===== src/rtl/pc_fetch_gen.sv =====
// -----------------------------------------------------------------------------
// pc_fetch_gen
// Program-counter generator for the instruction-fetch stage. It issues
// FETCH_BYTES-aligned fetch requests over a req/ready handshake. It also
// arbitrates exception and branch redirects. A redirect that arrives while a
// request is still outstanding is parked in a one-entry pending register. That
// entry is applied on the accept edge.
//
// Optional feature macro: PC_ALIGN_CHECK_EN
//   defined   : a redirect target with target[1:0] != 0 enters FAULT
//               (adel_flag=1). Only an exception redirect leaves FAULT.
//   undefined : target[1:0] is forced to zero, and adel_flag is tied low.
//
// Ports
//   clk              in   clock, all logic on posedge
//   rst              in   synchronous active-high reset
//   stall_pc         in   freeze issue of new fetch requests
//   exc_flag         in   exception redirect (highest priority)
//   exc_addr         in   exception target
//   branch_flag      in   branch redirect
//   branch_addr      in   branch target
//   fetch_req        out  fetch request valid (registered)
//   fetch_addr       out  aligned fetch address (registered)
//   fetch_first_slot out  first valid 32-bit word within the beat
//   fetch_ready      in   memory accepts the request this cycle
//   redirect_pending out  a stored redirect is waiting
//   adel_flag        out  misaligned redirect fault
// -----------------------------------------------------------------------------
module pc_fetch_gen #(
    parameter int                    ADDR_WIDTH   = 32,
    parameter logic [ADDR_WIDTH-1:0] RESET_VECTOR = 32'hbfc00000,
    parameter int                    FETCH_BYTES  = 4,
    localparam int                   OFF_W        = $clog2(FETCH_BYTES),
    localparam int                   SLOT_W       = (OFF_W > 3) ? (OFF_W - 2) : 1
) (
    input  logic                  clk,
    input  logic                  rst,
    input  logic                  stall_pc,
    input  logic                  exc_flag,
    input  logic [ADDR_WIDTH-1:0] exc_addr,
    input  logic                  branch_flag,
    input  logic [ADDR_WIDTH-1:0] branch_addr,
    output logic                  fetch_req,
    output logic [ADDR_WIDTH-1:0] fetch_addr,
    output logic [SLOT_W-1:0]     fetch_first_slot,
    input  logic                  fetch_ready,
    output logic                  redirect_pending,
    output logic                  adel_flag
);

    typedef enum logic [1:0] {
        S_IDLE  = 2'd0,
        S_REQ   = 2'd1,
        S_HOLD  = 2'd2,
        S_FAULT = 2'd3
    } state_t;

    // Clear the byte-offset bits so the address points at the start of a beat.
    function automatic logic [ADDR_WIDTH-1:0] align_down(input logic [ADDR_WIDTH-1:0] a);
        return a & ~ADDR_WIDTH'(FETCH_BYTES - 1);
    endfunction

    // Word index inside the beat. It is always zero when a beat is a single word.
    function automatic logic [SLOT_W-1:0] slot_of(input logic [ADDR_WIDTH-1:0] a);
        return SLOT_W'((a >> 2) & ADDR_WIDTH'(FETCH_BYTES / 4 - 1));
    endfunction

    // Without the alignment check, the two byte-offset bits of a target are dropped.
    function automatic logic [ADDR_WIDTH-1:0] sanitize(input logic [ADDR_WIDTH-1:0] a);
`ifdef PC_ALIGN_CHECK_EN
        return a;
`else
        return {a[ADDR_WIDTH-1:2], 2'b00};
`endif
    endfunction

    state_t                  state_q, state_d;
    logic                    boot_q, boot_d;
    logic                    fetch_req_q, fetch_req_d;
    logic [ADDR_WIDTH-1:0]   addr_q, addr_d;
    logic [SLOT_W-1:0]       slot_q, slot_d;
    logic                    pend_v_q, pend_v_d;
    logic [ADDR_WIDTH-1:0]   pend_tgt_q, pend_tgt_d;
    logic                    hold_exc_q, hold_exc_d;
    logic                    redir_s;
    logic [ADDR_WIDTH-1:0]   redir_tgt_s;
    logic [ADDR_WIDTH-1:0]   clean_tgt_s;

    // Next-state logic. It covers the handshake, the pending capture and the redirect selection.
    always_comb begin
        state_d     = state_q;
        boot_d      = boot_q;
        addr_d      = addr_q;
        slot_d      = slot_q;
        pend_v_d    = pend_v_q;
        pend_tgt_d  = pend_tgt_q;
        hold_exc_d  = 1'b0;
        redir_s     = 1'b0;
        redir_tgt_s = '0;
        clean_tgt_s = '0;
        case (state_q)
            S_IDLE: begin
                // boot_q keeps IDLE for one extra edge after reset.
                // As a result, the first request rises two edges after the last reset edge.
                if (boot_q) begin
                    boot_d = 1'b0;
                end else begin
                    state_d = S_REQ;
                end
            end
            S_REQ: begin
                if (fetch_ready) begin
                    pend_v_d = 1'b0;
                    state_d  = stall_pc ? S_HOLD : S_REQ;
                    if (exc_flag) begin
                        redir_s     = 1'b1;
                        redir_tgt_s = exc_addr;
                    end else if (pend_v_q) begin
                        redir_s     = 1'b1;
                        redir_tgt_s = pend_tgt_q;
                    end else if (branch_flag) begin
                        redir_s     = 1'b1;
                        redir_tgt_s = branch_addr;
                    end else begin
                        addr_d = addr_q + ADDR_WIDTH'(FETCH_BYTES);
                        slot_d = '0;
                    end
                end else begin
                    // An exception replaces any stored target.
                    // A branch only fills an empty entry.
                    if (exc_flag) begin
                        pend_v_d   = 1'b1;
                        pend_tgt_d = exc_addr;
                    end else if (branch_flag && !pend_v_q) begin
                        pend_v_d   = 1'b1;
                        pend_tgt_d = branch_addr;
                    end else begin
                        pend_v_d = pend_v_q;
                    end
                end
            end
            S_HOLD: begin
                state_d = stall_pc ? S_HOLD : S_REQ;
                // hold_exc_q records that an exception already loaded fetch_addr in this HOLD stretch.
                // A later branch in the same stretch must not replace that target.
                if (exc_flag) begin
                    redir_s     = 1'b1;
                    redir_tgt_s = exc_addr;
                    hold_exc_d  = stall_pc;
                end else if (branch_flag && !hold_exc_q) begin
                    redir_s     = 1'b1;
                    redir_tgt_s = branch_addr;
                    hold_exc_d  = 1'b0;
                end else begin
                    hold_exc_d = stall_pc & hold_exc_q;
                end
            end
            S_FAULT: begin
                if (exc_flag) begin
                    redir_s     = 1'b1;
                    redir_tgt_s = exc_addr;
                    state_d     = S_REQ;
                end else begin
                    state_d = S_FAULT;
                end
            end
            default: begin
                state_d = S_IDLE;
            end
        endcase

        if (redir_s) begin
            clean_tgt_s = sanitize(redir_tgt_s);
            slot_d      = slot_of(clean_tgt_s);
            addr_d      = align_down(clean_tgt_s);
`ifdef PC_ALIGN_CHECK_EN
            // A misaligned target parks in FAULT.
            // fetch_addr then holds the raw target for the trap handler.
            if (clean_tgt_s[1:0] != 2'b00) begin
                state_d    = S_FAULT;
                addr_d     = clean_tgt_s;
                hold_exc_d = 1'b0;
            end else begin
                addr_d = align_down(clean_tgt_s);
            end
`endif
        end else begin
            clean_tgt_s = '0;
        end
    end

    assign fetch_req_d = (state_d == S_REQ);

    // State and output registers.
    always_ff @(posedge clk) begin
        if (rst) begin
            state_q     <= S_IDLE;
            boot_q      <= 1'b1;
            fetch_req_q <= 1'b0;
            addr_q      <= align_down(RESET_VECTOR);
            slot_q      <= slot_of(RESET_VECTOR);
            pend_v_q    <= 1'b0;
            pend_tgt_q  <= '0;
            hold_exc_q  <= 1'b0;
        end else begin
            state_q     <= state_d;
            boot_q      <= boot_d;
            fetch_req_q <= fetch_req_d;
            addr_q      <= addr_d;
            slot_q      <= slot_d;
            pend_v_q    <= pend_v_d;
            pend_tgt_q  <= pend_tgt_d;
            hold_exc_q  <= hold_exc_d;
        end
    end

`ifdef PC_ALIGN_CHECK_EN
    logic adel_q;

    // Fault flag register. It is set for as long as the block sits in FAULT.
    always_ff @(posedge clk) begin
        if (rst) begin
            adel_q <= 1'b0;
        end else begin
            adel_q <= (state_d == S_FAULT);
        end
    end

    assign adel_flag = adel_q;
`else
    assign adel_flag = 1'b0;
`endif

    assign fetch_req        = fetch_req_q;
    assign fetch_addr       = addr_q;
    assign fetch_first_slot = slot_q;
    assign redirect_pending = pend_v_q;

endmodule

===== config.mk =====
export PLATFORM = sky130hd
export DESIGN_NAME = pc_fetch_gen
export DESIGN_NICKNAME = d
export VERILOG_FILES = /design/src/rtl/pc_fetch_gen.sv
export SDC_FILE = /design/constraint.sdc
export NUM_CORES = 1
export LEC_CHECK = 0
export BUFFER_PORTS_ARGS = -buffer_cell sky130_fd_sc_hd__buf_2
export CORE_AREA = 2 2 99 101
export CTS_CLUSTER_SIZE = 24
export DETAILED_ROUTE_END_ITERATION = 8
export DIE_AREA = 0 0 101 103
export PLACE_DENSITY = 0.71
export SLEW_MARGIN = 20
export SYNTH_ARGS = -nofsm -noshare
export SYNTH_HDL_FRONTEND = slang
export SYNTH_SLANG_ARGS = --single-unit
export TNS_END_PERCENT = 50

===== constraint.sdc =====
create_clock -name clk -period 2.6 [get_ports clk]
set_input_delay 0.13 -clock clk [delete_from_list [all_inputs] [get_ports clk]]
set_output_delay 0.13 -clock clk [all_outputs]
set_load 0.03 [all_outputs]

==> results.json <==
{
  "status": "finished clean",
  "power_density_nw_per_um2": 542,
  "fin_nets": 713,
  "worst-path-max-fanout": 8,
  "arrival_ns": 2.66,
  "antenna_found_initial": 0,
  "maxCapViolCount": 0,
  "post-cts-setup-buffer-count": 0,
  "postSynthAreaPerCell_um2": 7.78,
  "r2r_start": "fetch_addr[4]",
  "synthCells": 557,
  "synth_top_area_share_pct": 30.5,
  "synthArstFlopShare_pct": 0,
  "min_path_type": "input port to register",
  "route.detailed.drc": 0,
  "crit_required_ns": 2.85,
  "ys_seq_area_share_pct": 30.5,
  "final_cells": 761,
  "start_util_pct": 45.8,
  "tritoncts": "built",
  "worstPathCellList": "nand4_4 -> or4_1 -> nor3_1 -> nand3_1 -> a31o_2",
  "ff_latch_area_um2": 1320,
  "cts_num_sinks": 66,
  "placedCellCount": 745,
  "yosysUniqueCellTypes": 70,
  "drt_iter0_drc": 484,
  "routedWlPerCell_um": 19.1,
  "grt-ovfl-total": 0,
  "cts.clk_slew.worst_paths_ns": 0.08,
  "synth_commonest_cells": "66 x dfxtp_1, 66 x nand2_1, 53 x nor2_1, 34 x o21ai_0, 32 x clkbuf_1",
  "synth_edf_count": 0,
  "io_buffers": 97,
  "dpl.hpwl_mm": 10.1,
  "hold_buffers": 0,
  "r2r_slack_ns": 0.20,
  "antenna_cells": 0,
  "track_usage_pct": 27.8,
  "holdCritStartpoint": "branch_addr[28]",
  "cts_made_buffers": 9,
  "cp_slowest_cell": "or4_1",
  "finClkSkew_ns": 0.0116,
  "synth.cell_area_um2": 4330,
  "timing.rr.end": "fetch_addr[28]",
  "rows": 36,
  "holdPathStages": 3,
  "clk_latency_ns": 0.35,
  "coreArea_um2": 9460,
  "utilization_pct": 54.6,
  "path_class": "register to register",
  "setup_viol": 0,
  "multi_input_area_um2": 2780,
  "viasPerCell": 6.35,
  "reg2regPathDepth": 5,
  "htreeDepth": 3,
  "grt_pass1_wl_mm": 22.6,
  "syn2layout_area_growth_pct": 19.2,
  "fillers": 912,
  "grt_pass1_vias": 4528,
  "drv_slew": 0,
  "num_vias": 4830,
  "cts_resized": 0,
  "worstHoldEndpoint": "pend_tgt_q[28]",
  "dr.pass1.iters": 5,
  "post-route-period-util_pct": 92.5,
  "hold_violations": 0,
  "finalSetupTns_ns": 0,
  "cts_root_buffer": "clkbuf_8",
  "drt-total-wl_mm": 14.5,
  "cp-start-kind": "register",
  "ios": 106,
  "synthFlopType": "dfxtp_1",
  "critPathMaxStageDelay_ns": 0.69,
  "yosysWarningCount": 0,
  "rsz0062_at_grt": "false",
  "ant_nets": 0,
  "vdd_drop_max_mv": 0.341,
  "synth-seq-cells": 66,
  "die_h_um": 103,
  "grt_max_degree": 44,
  "drive_gt1_share_pct": 24.1,
  "gp_congestion": 0.890,
  "fin_crit_ns": 2.40,
  "slew_headroom_pct": 54.8,
  "max_freq_mhz": 416,
  "synth_area_leaders": "dfxtp_1 30%, nand2_1 5.7%, a211oi_1 5.4%, mux2i_1 5.1%, nor2_1 4.6%",
  "cp-end-kind": "register",
  "dieArea_um2": 10400,
  "clockBufferDepth": 2,
  "worst_pin_slew_ns": 0.675,
  "die_x_um": 101,
  "p_leak_nw": 2.06,
  "yosys.area.top_type": "dfxtp_1"
}
-- worst max-delay path by stage --
stage | from | end | slack [ns] | cells after the start
2_1_floorplan | fetch_addr[2] | fetch_addr[22] | 0.40 | 7
3_3_place_gp | fetch_addr[4] | fetch_addr[28] | 0.32 | 5
3_5_place_dp | branch_flag | fetch_addr[19] | 0.28 | 7
4_1_cts | state_q[0] | fetch_addr[19] | 0.26 | 5
5_1_grt | state_q[0] | fetch_addr[19] | 0.05 | 6
6_report | fetch_addr[4] | fetch_addr[28] | 0.20 | 5
-- power by group --
group,switching (mW),internal [mW]
Sequential,0.0799,1.09
Combinational,0.459,0.272
Clock,0.432,0.469
-- sequential cells by signal (all words and copies together), names as in the netlist --
signal,flops
boot_q,1
state_q,2
fetch_addr,30
redirect_pending,1
pend_tgt_q,30
fetch_req,1
hold_exc_q,1
-- final cells by class --
type                    count  share of cell area [%]
multi-input cells         435                    53.7
flip-flops and latches     66                    25.6
repair buffers            124                    13.6
well taps                 114                    2.76
clock buffers              10                    2.66
clock inverters             6                    1.28
inverters                   6                   0.436
-- routing by layer --
metal,wire [um],GRT usage (%)
met1,5950,34.6
met2,6710,46.1
met3,1260,6.10
met4,580,13.0
met5,0,0
-- worst max-delay path: cells and delay by family, from the launching register on --
| kind | cells | cell delay [ns] |
|---|---|---|
| flip-flops | 1 | 0.56 |
| AND/OR/NAND/NOR | 4 | 1.49 |
| AO/OA/AOI/OAI | 1 | 0.26 |
-- cells by family (layout without fill, tap and decap cells) --
| group | Yosys count | count (layout) | share of synthesized area (%) |
|---|---|---|---|
| flops | 66 | 66 | 30.5 |
| xor+xnor | 7 | 7 | 1.41 |
| buf+inv | 59 | 146 | 5.86 |
| simple gates | 216 | 216 | 25.6 |
| mux | 23 | 23 | 5.34 |
| fa+ha+maj | 1 | 1 | 0.289 |
| compound gates | 184 | 184 | 30.9 |
| other cells | 1 | 4 | 0.0865 |
-- layout by cell type (no fill, tap or decap), types with 4 or more instances in the layout --
cell type | Yosys | routed
nor4_1 | 10 | 9
o211ai_1 | 7 | 7
xnor2_1 | 5 | 5
nand2_1 | 66 | 66
conb_1 | 1 | 4
a221o_1 | 7 | 7
a22oi_1 | 8 | 8
a2111oi_0 | 5 | 5
o21ai_0 | 34 | 34
inv_1 | 5 | 5
a22o_1 | 5 | 5
nor3_1 | 12 | 12
nand2b_1 | 4 | 4
a21o_1 | 6 | 6
and2_1 | 8 | 8
a21oi_1 | 24 | 24
nand4_1 | 10 | 10
and4_1 | 4 | 4
clkbuf_8 | 0 | 10
a31oi_1 | 6 | 6
nor2_1 | 53 | 53
a311oi_1 | 5 | 5
nand3b_1 | 4 | 4
mux2i_1 | 22 | 22
a211oi_1 | 31 | 31
o31ai_1 | 4 | 4
and3_1 | 5 | 5
nand3_1 | 18 | 18
a221oi_1 | 9 | 9
buf_4 | 4 | 26
dfxtp_1 | 66 | 66
buf_2 | 14 | 97
-- stage by stage --
stage               area (um^2)  power [mW]  hold slack [ns]  setup WS [ns]
finish                     5170        2.80           0.0726          0.195
global route               5170        2.94           0.0759         0.0523
CTS                        5170        2.80           0.0641          0.261
detailed placement         4960        1.91            0.436          0.285
global placement           4960        1.89            0.430          0.320
floorplan                  4340        1.66            0.301          0.401
Note: power is estimated with default switching activity, not from simulation.
